File: src/rtl/mem_stage.sv
// Memory stage of the five-stage pipeline.
// Holds one instruction between execute and writeback. Non-loads pass through
// in one cycle. A load waits for the data SRAM to return its data. If writeback
// is stalled when the data arrives, the data is parked in hold_r until
// writeback can take it.
module mem_stage #(
  parameter int ES_TO_MS_BUS_WD = 71,
  parameter int MS_TO_WS_BUS_WD = 70,
  parameter int MS_TO_DS_BUS_WD = 39
) (
  input  logic                       clk,
  input  logic                       resetn,
  input  logic                       ws_allowin,
  output logic                       ms_allowin,
  input  logic                       es_to_ms_valid,
  input  logic [ES_TO_MS_BUS_WD-1:0] es_to_ms_bus,
  output logic                       ms_to_ws_valid,
  output logic [MS_TO_WS_BUS_WD-1:0] ms_to_ws_bus,
  output logic [MS_TO_DS_BUS_WD-1:0] ms_to_ds_bus,
  input  logic                       data_sram_data_ok,
  input  logic [31:0]                data_sram_rdata
);

  typedef enum logic [1:0] {
    S_IDLE = 2'd0,
    S_WAIT = 2'd1,
    S_HOLD = 2'd2
  } load_state_t;

  load_state_t                state;
  load_state_t                state_nxt;
  logic                       ms_valid;
  logic [ES_TO_MS_BUS_WD-1:0] bus_r;
  logic [31:0]                hold_r;

  logic        res_from_mem;
  logic        gr_we;
  logic [4:0]  dest;
  logic [31:0] alu_result;
  logic [31:0] pc;
  logic        ms_ready_go;
  logic [31:0] final_result;
  logic [4:0]  fwd_dest;
  logic        accept;
  logic        load_accept;
  logic        nonload_accept;
  logic        capture_hold;

  assign res_from_mem = bus_r[70];
  assign gr_we        = bus_r[69];
  assign dest         = bus_r[68:64];
  assign alu_result   = bus_r[63:32];
  assign pc           = bus_r[31:0];

  assign accept         = es_to_ms_valid && ms_allowin;
  assign load_accept    = accept && es_to_ms_bus[70];
  assign nonload_accept = accept && !es_to_ms_bus[70];

  // Ready/result selection: a load is ready once its data is parked or arrives this cycle.
  always_comb begin
    ms_ready_go  = 1'b1;
    final_result = alu_result;
    if (res_from_mem) begin
      ms_ready_go  = (state == S_HOLD) || ((state == S_WAIT) && data_sram_data_ok);
      final_result = (state == S_HOLD) ? hold_r : data_sram_rdata;
    end else begin
      ms_ready_go  = 1'b1;
      final_result = alu_result;
    end
  end

  assign ms_allowin     = !ms_valid || (ms_ready_go && ws_allowin);
  assign ms_to_ws_valid = ms_valid && ms_ready_go;

  // Only parks data when writeback stalls. Because ms_allowin is then low, no
  // new load can be accepted in the same cycle.
  assign capture_hold = (state == S_WAIT) && data_sram_data_ok && !ws_allowin;

  // Load-tracking next state: a new acceptance overrides whatever the old instruction was doing.
  always_comb begin
    state_nxt = state;
    if (load_accept) begin
      state_nxt = S_WAIT;
    end else if (nonload_accept) begin
      state_nxt = S_IDLE;
    end else begin
      case (state)
        S_IDLE: state_nxt = S_IDLE;
        S_WAIT: begin
          if (data_sram_data_ok) begin
            state_nxt = ws_allowin ? S_IDLE : S_HOLD;
          end else begin
            state_nxt = S_WAIT;
          end
        end
        S_HOLD: begin
          if (ws_allowin) begin
            state_nxt = S_IDLE;
          end else begin
            state_nxt = S_HOLD;
          end
        end
        default: state_nxt = S_IDLE;
      endcase
    end
  end

  // Load-tracking state register.
  always_ff @(posedge clk or negedge resetn) begin
    if (!resetn) begin
      state <= S_IDLE;
    end else begin
      state <= state_nxt;
    end
  end

  // Pipeline valid bit and the instruction payload.
  always_ff @(posedge clk or negedge resetn) begin
    if (!resetn) begin
      ms_valid <= 1'b0;
      bus_r    <= '0;
    end else begin
      if (ms_allowin) begin
        ms_valid <= es_to_ms_valid;
      end
      if (accept) begin
        bus_r <= es_to_ms_bus;
      end
    end
  end

  // Parks returned load data while writeback is stalled.
  always_ff @(posedge clk or negedge resetn) begin
    if (!resetn) begin
      hold_r <= 32'h0000_0000;
    end else if (capture_hold) begin
      hold_r <= data_sram_rdata;
    end
  end

  assign fwd_dest = (ms_valid && gr_we) ? dest : 5'b00000;

  assign ms_to_ws_bus = {gr_we && ms_valid, dest, final_result, pc};
  assign ms_to_ds_bus = {ms_valid && res_from_mem, ms_valid && ms_ready_go, fwd_dest, final_result};

endmodule

File: config.mk
export PLATFORM = sky130hd
export DESIGN_NAME = mem_stage
export DESIGN_NICKNAME = d
export VERILOG_FILES = /design/src/rtl/mem_stage.sv
export SDC_FILE = /design/constraint.sdc
export NUM_CORES = 1
export LEC_CHECK = 0
export BUFFER_PORTS_ARGS = -buffer_cell sky130_fd_sc_hd__buf_4
export CORE_MARGIN = 2
export CORE_UTILIZATION = 48
export CTS_CLUSTER_SIZE = 20
export DETAILED_ROUTE_END_ITERATION = 7
export HOLD_SLACK_MARGIN = 0.1
export PLACE_DENSITY = 0.77
export REMOVE_ABC_BUFFERS = 1
export SKIP_CTS_REPAIR_TIMING = 1
export SLEW_MARGIN = 20
export SYNTH_ARGS = -nofsm -noshare
export SYNTH_HDL_FRONTEND = slang
export SYNTH_SLANG_ARGS = --single-unit
File: constraint.sdc
create_clock -name clk -period 2.45 [get_ports clk]
set_input_delay 0.49 -clock clk [delete_from_list [all_inputs] [get_ports clk]]
set_output_delay 0.49 -clock clk [all_outputs]
set_load 0.03 [all_outputs]
==> results.sh <==
export IMPL_worst_pin_slew_ps=392
export IMPL_via_count=3484
export IMPL_cts_clk_slew_worst_paths_ps=100
export IMPL_dp_cells=696
export IMPL_power_leakage_nw=3.14
export IMPL_drc=0
export IMPL_hpwlAfterDp_mm=8.11
export IMPL_worstHoldPathType="in -> reg"
export IMPL_crit_chain="inv_1, ha_4, buf_8, mux2i_1, a21oi_1, buf_4"
export IMPL_dieArea_mm2=0.0118
export IMPL_r2r_start="state[1]"
export IMPL_grt_start_max_net_pins=68
export IMPL_relSlewSlack_pct=73.9
export IMPL_synth_warnings=0
export IMPL_numCtsBuffers=9
export IMPL_reg2reg_slack_ps=350
export IMPL_end_kind="output port"
export IMPL_p_clk_share_pct=10.4
export IMPL_status="completed"
export IMPL_overflow=0
export IMPL_critPathArrivalTime_ps=1800
export IMPL_critical_path_buf_inv_count=3
export IMPL_dr_pass1_iters=4
export IMPL_r2r_cells=7
export IMPL_num_rows=38
export IMPL_required_ps=1960
export IMPL_power_mw=9.80
export IMPL_cpPeakStageDelay_ps=390
export IMPL_fin_crit_ps=2290
export IMPL_stdcell_area_mm2=0.00674
export IMPL_p_int_mw=5.38
export IMPL_path_class="reg -> out"
export IMPL_clock_skew_ps=18.3
export IMPL_synth_largest_area_cell="dfrtp_1"
export IMPL_yosysSeqAreaShare_pct=50.5
export IMPL_grt_pass1_vias=3554
export IMPL_ios=219
export IMPL_start_util_pct=48.9
export IMPL_power_switching_mw=4.42
export IMPL_antenna_cells=0
export IMPL_min_to="bus_r[61]"
export IMPL_min_path_cells=2
export IMPL_peakVddDrop_mv=0.806
export IMPL_p_sw_share_pct=45.1
export IMPL_clock_tree_buffer_depth=2
export IMPL_routed_via_density=4.89
export IMPL_synthesis_area_mm2=0.00525
export IMPL_seqPwrFrac_pct=31.8
export IMPL_track_usage_pct=18.4
export IMPL_setup_viol=0
export IMPL_htree_num_levels=3
export IMPL_synth_top_area_share_pct=50.5
export IMPL_synth_area_per_cell_um2=12.5
export IMPL_synth_seq_cells=106
export IMPL_coreArea_mm2=0.0107
export IMPL_clkLatencyLatePin_ps=360
export IMPL_postRouteAntennaNets=0
export IMPL_startpoint_type="register"
export IMPL_cellPowerDensity_mw_per_mm2=1450
export IMPL_io_buffers=218
export IMPL_power_frac_comb_pct=57.8
export IMPL_synth_area_top_cells="dfrtp_1, mux2_2, buf_4, mux2i_1, mux2_1"
export IMPL_critPathMaxFanout=16
export IMPL_hold_viol_final=0
export IMPL_final_cell_count_no_fill=713
export IMPL_grt_pass1_wl_mm=16.9
export IMPL_dieHeight_um=109
export IMPL_clock_fmax_mhz=436
export IMPL_final_max_slew_viol_count=0
export IMPL_antenna_found_initial=0
export IMPL_fin_tns_setup_ps=0
export IMPL_cts_root_buf="clkbuf_8"
export IMPL_die_x_um=109
export IMPL_crit_path_top_delay_cell="dfrtp_1"
export IMPL_drive_gt1_share_pct=58.8
export IMPL_cts_tree="built"
export IMPL_grt_setup_unrepaired="no"
export IMPL_holdCritStartpoint="es_to_ms_bus[61]"
export IMPL_worstReg2RegEnd="bus_r[46]"
export IMPL_clock_sinks=106
export IMPL_routabilityCongestion=0.808
export IMPL_synth_distinct_cells=23
export IMPL_avgRoutedWirePerCell_um=15.1
export IMPL_wirelength_mm=10.8
export IMPL_area_delta_synth_final_pct=28.3
export IMPL_drt_iter0_markers=108
export IMPL_cap_violations=0
export IMPL_critical_path_top_delay_family="buffers and inverters"
export IMPL_syn_inst=420
export IMPL_fin_nets=678
export IMPL_post_route_period_util_pct=93.6
export IMPL_post_dp_cell_area_mm2=0.00651
==> cells in the mapped netlist <==
master and instances:
dfrtp_1 106, mux2_2 89, buf_4 70, a21oi_1 32, mux2i_1 32, nor2_1 32, mux2_1 15, buf_2 7
buf_6 7, and3_1 5, clkbuf_1 5, and2_1 3, buf_1 3, nand2_1 3, ha_1 2, inv_1 2
a21o_1 1, a21oi_2 1, a31oi_4 1, nand3b_1 1, nor2b_1 1, nor3b_1 1, nor4_1 1
==> layout by cell type, fill, tap and decap left out, types with 2 or more instances in the layout <==
master,netlist,layout
mux2_2,89,89
mux2i_1,32,32
buf_12,0,3
nand2_1,3,3
nor2_1,32,32
mux2_1,15,15
a21oi_2,1,2
buf_4,70,223
and2_1,3,3
inv_6,0,2
dfrtp_1,106,105
clkinvlp_4,0,2
clkbuf_8,0,11
buf_8,0,2
inv_1,2,2
a21oi_1,32,31
and3_1,5,5
==> registers in the layout, indices dropped and copies added (netlist names) <==
| name | flops |
|---|---|
| bus_r | 71 |
| ms_valid | 1 |
| state | 2 |
| hold_r | 32 |
==> per-stage QoR <==
step                      utilization [%]  setup slack (ps)  hold WS, ps
after floorplan                         -             -1050          194
after global placement               60.6               402          444
after detailed placement             60.6               365          441
after CTS                            62.3             -37.2         36.8
after global routing                 62.7              26.3          317
final                                62.7               156          338
==> power by group through the flow <==
| stage | clock, mW | combinational (mW) | sequential [mW] |
|---|---|---|---|
| after global routing | 1.14 | 5.99 | 3.25 |
| after floorplan | 0 | 2.88 | 3.73 |
| after CTS | 1.07 | 5.71 | 3.12 |
| after detailed placement | 0 | 5.71 | 3.16 |
| after global placement | 0 | 5.63 | 3.10 |
| final | 1.02 | 5.66 | 3.11 |
==> layout make-up <==
cell class	count	area, um^2
well taps	140	175
repair buffers	229	1770
flip-flops and latches	106	2650
fillers	887	4010
clock buffers	12	155
multi-input cells	220	1940
clock inverters	4	32.5
inverters	2	7.51
==> cells by family (layout without fill, tap and decap cells) <==
logic type / count (synthesis) / in the layout / synth area share [%]
buf+inv: 94 / 247 / 12.9
flops: 106 / 106 / 50.5
simple gates: 47 / 47 / 3.98
mux: 136 / 136 / 28.4
fa+ha+maj: 2 / 2 / 0.476
compound gates: 35 / 35 / 3.76
==> metal layers <==
metal | global-route usage (%) | vias to the layer above | wire, um
li1 | - | 1667 | -
met5 | 0 | - | 0
met1 | 23.0 | 1671 | 4370
met2 | 31.1 | 130 | 5440
met4 | 6.87 | 0 | 190
met3 | 4.40 | 16 | 804
==> worst max path at each step <==
stage	from	to	slack (ps)	cells after the start
2_1_floorplan	bus_r[70]	bus_r[70]	-1050	3
3_3_place_gp	state[0]	ms_to_ws_bus[48]	400	6
3_5_place_dp	state[0]	ms_to_ds_bus[29]	370	6
4_1_cts	state[0]	ms_to_ds_bus[29]	-40	6
5_1_grt	state[0]	ms_to_ds_bus[16]	30	6
6_report	state[0]	ms_to_ws_bus[46]	160	6
(Power assumes the default switching activity.)
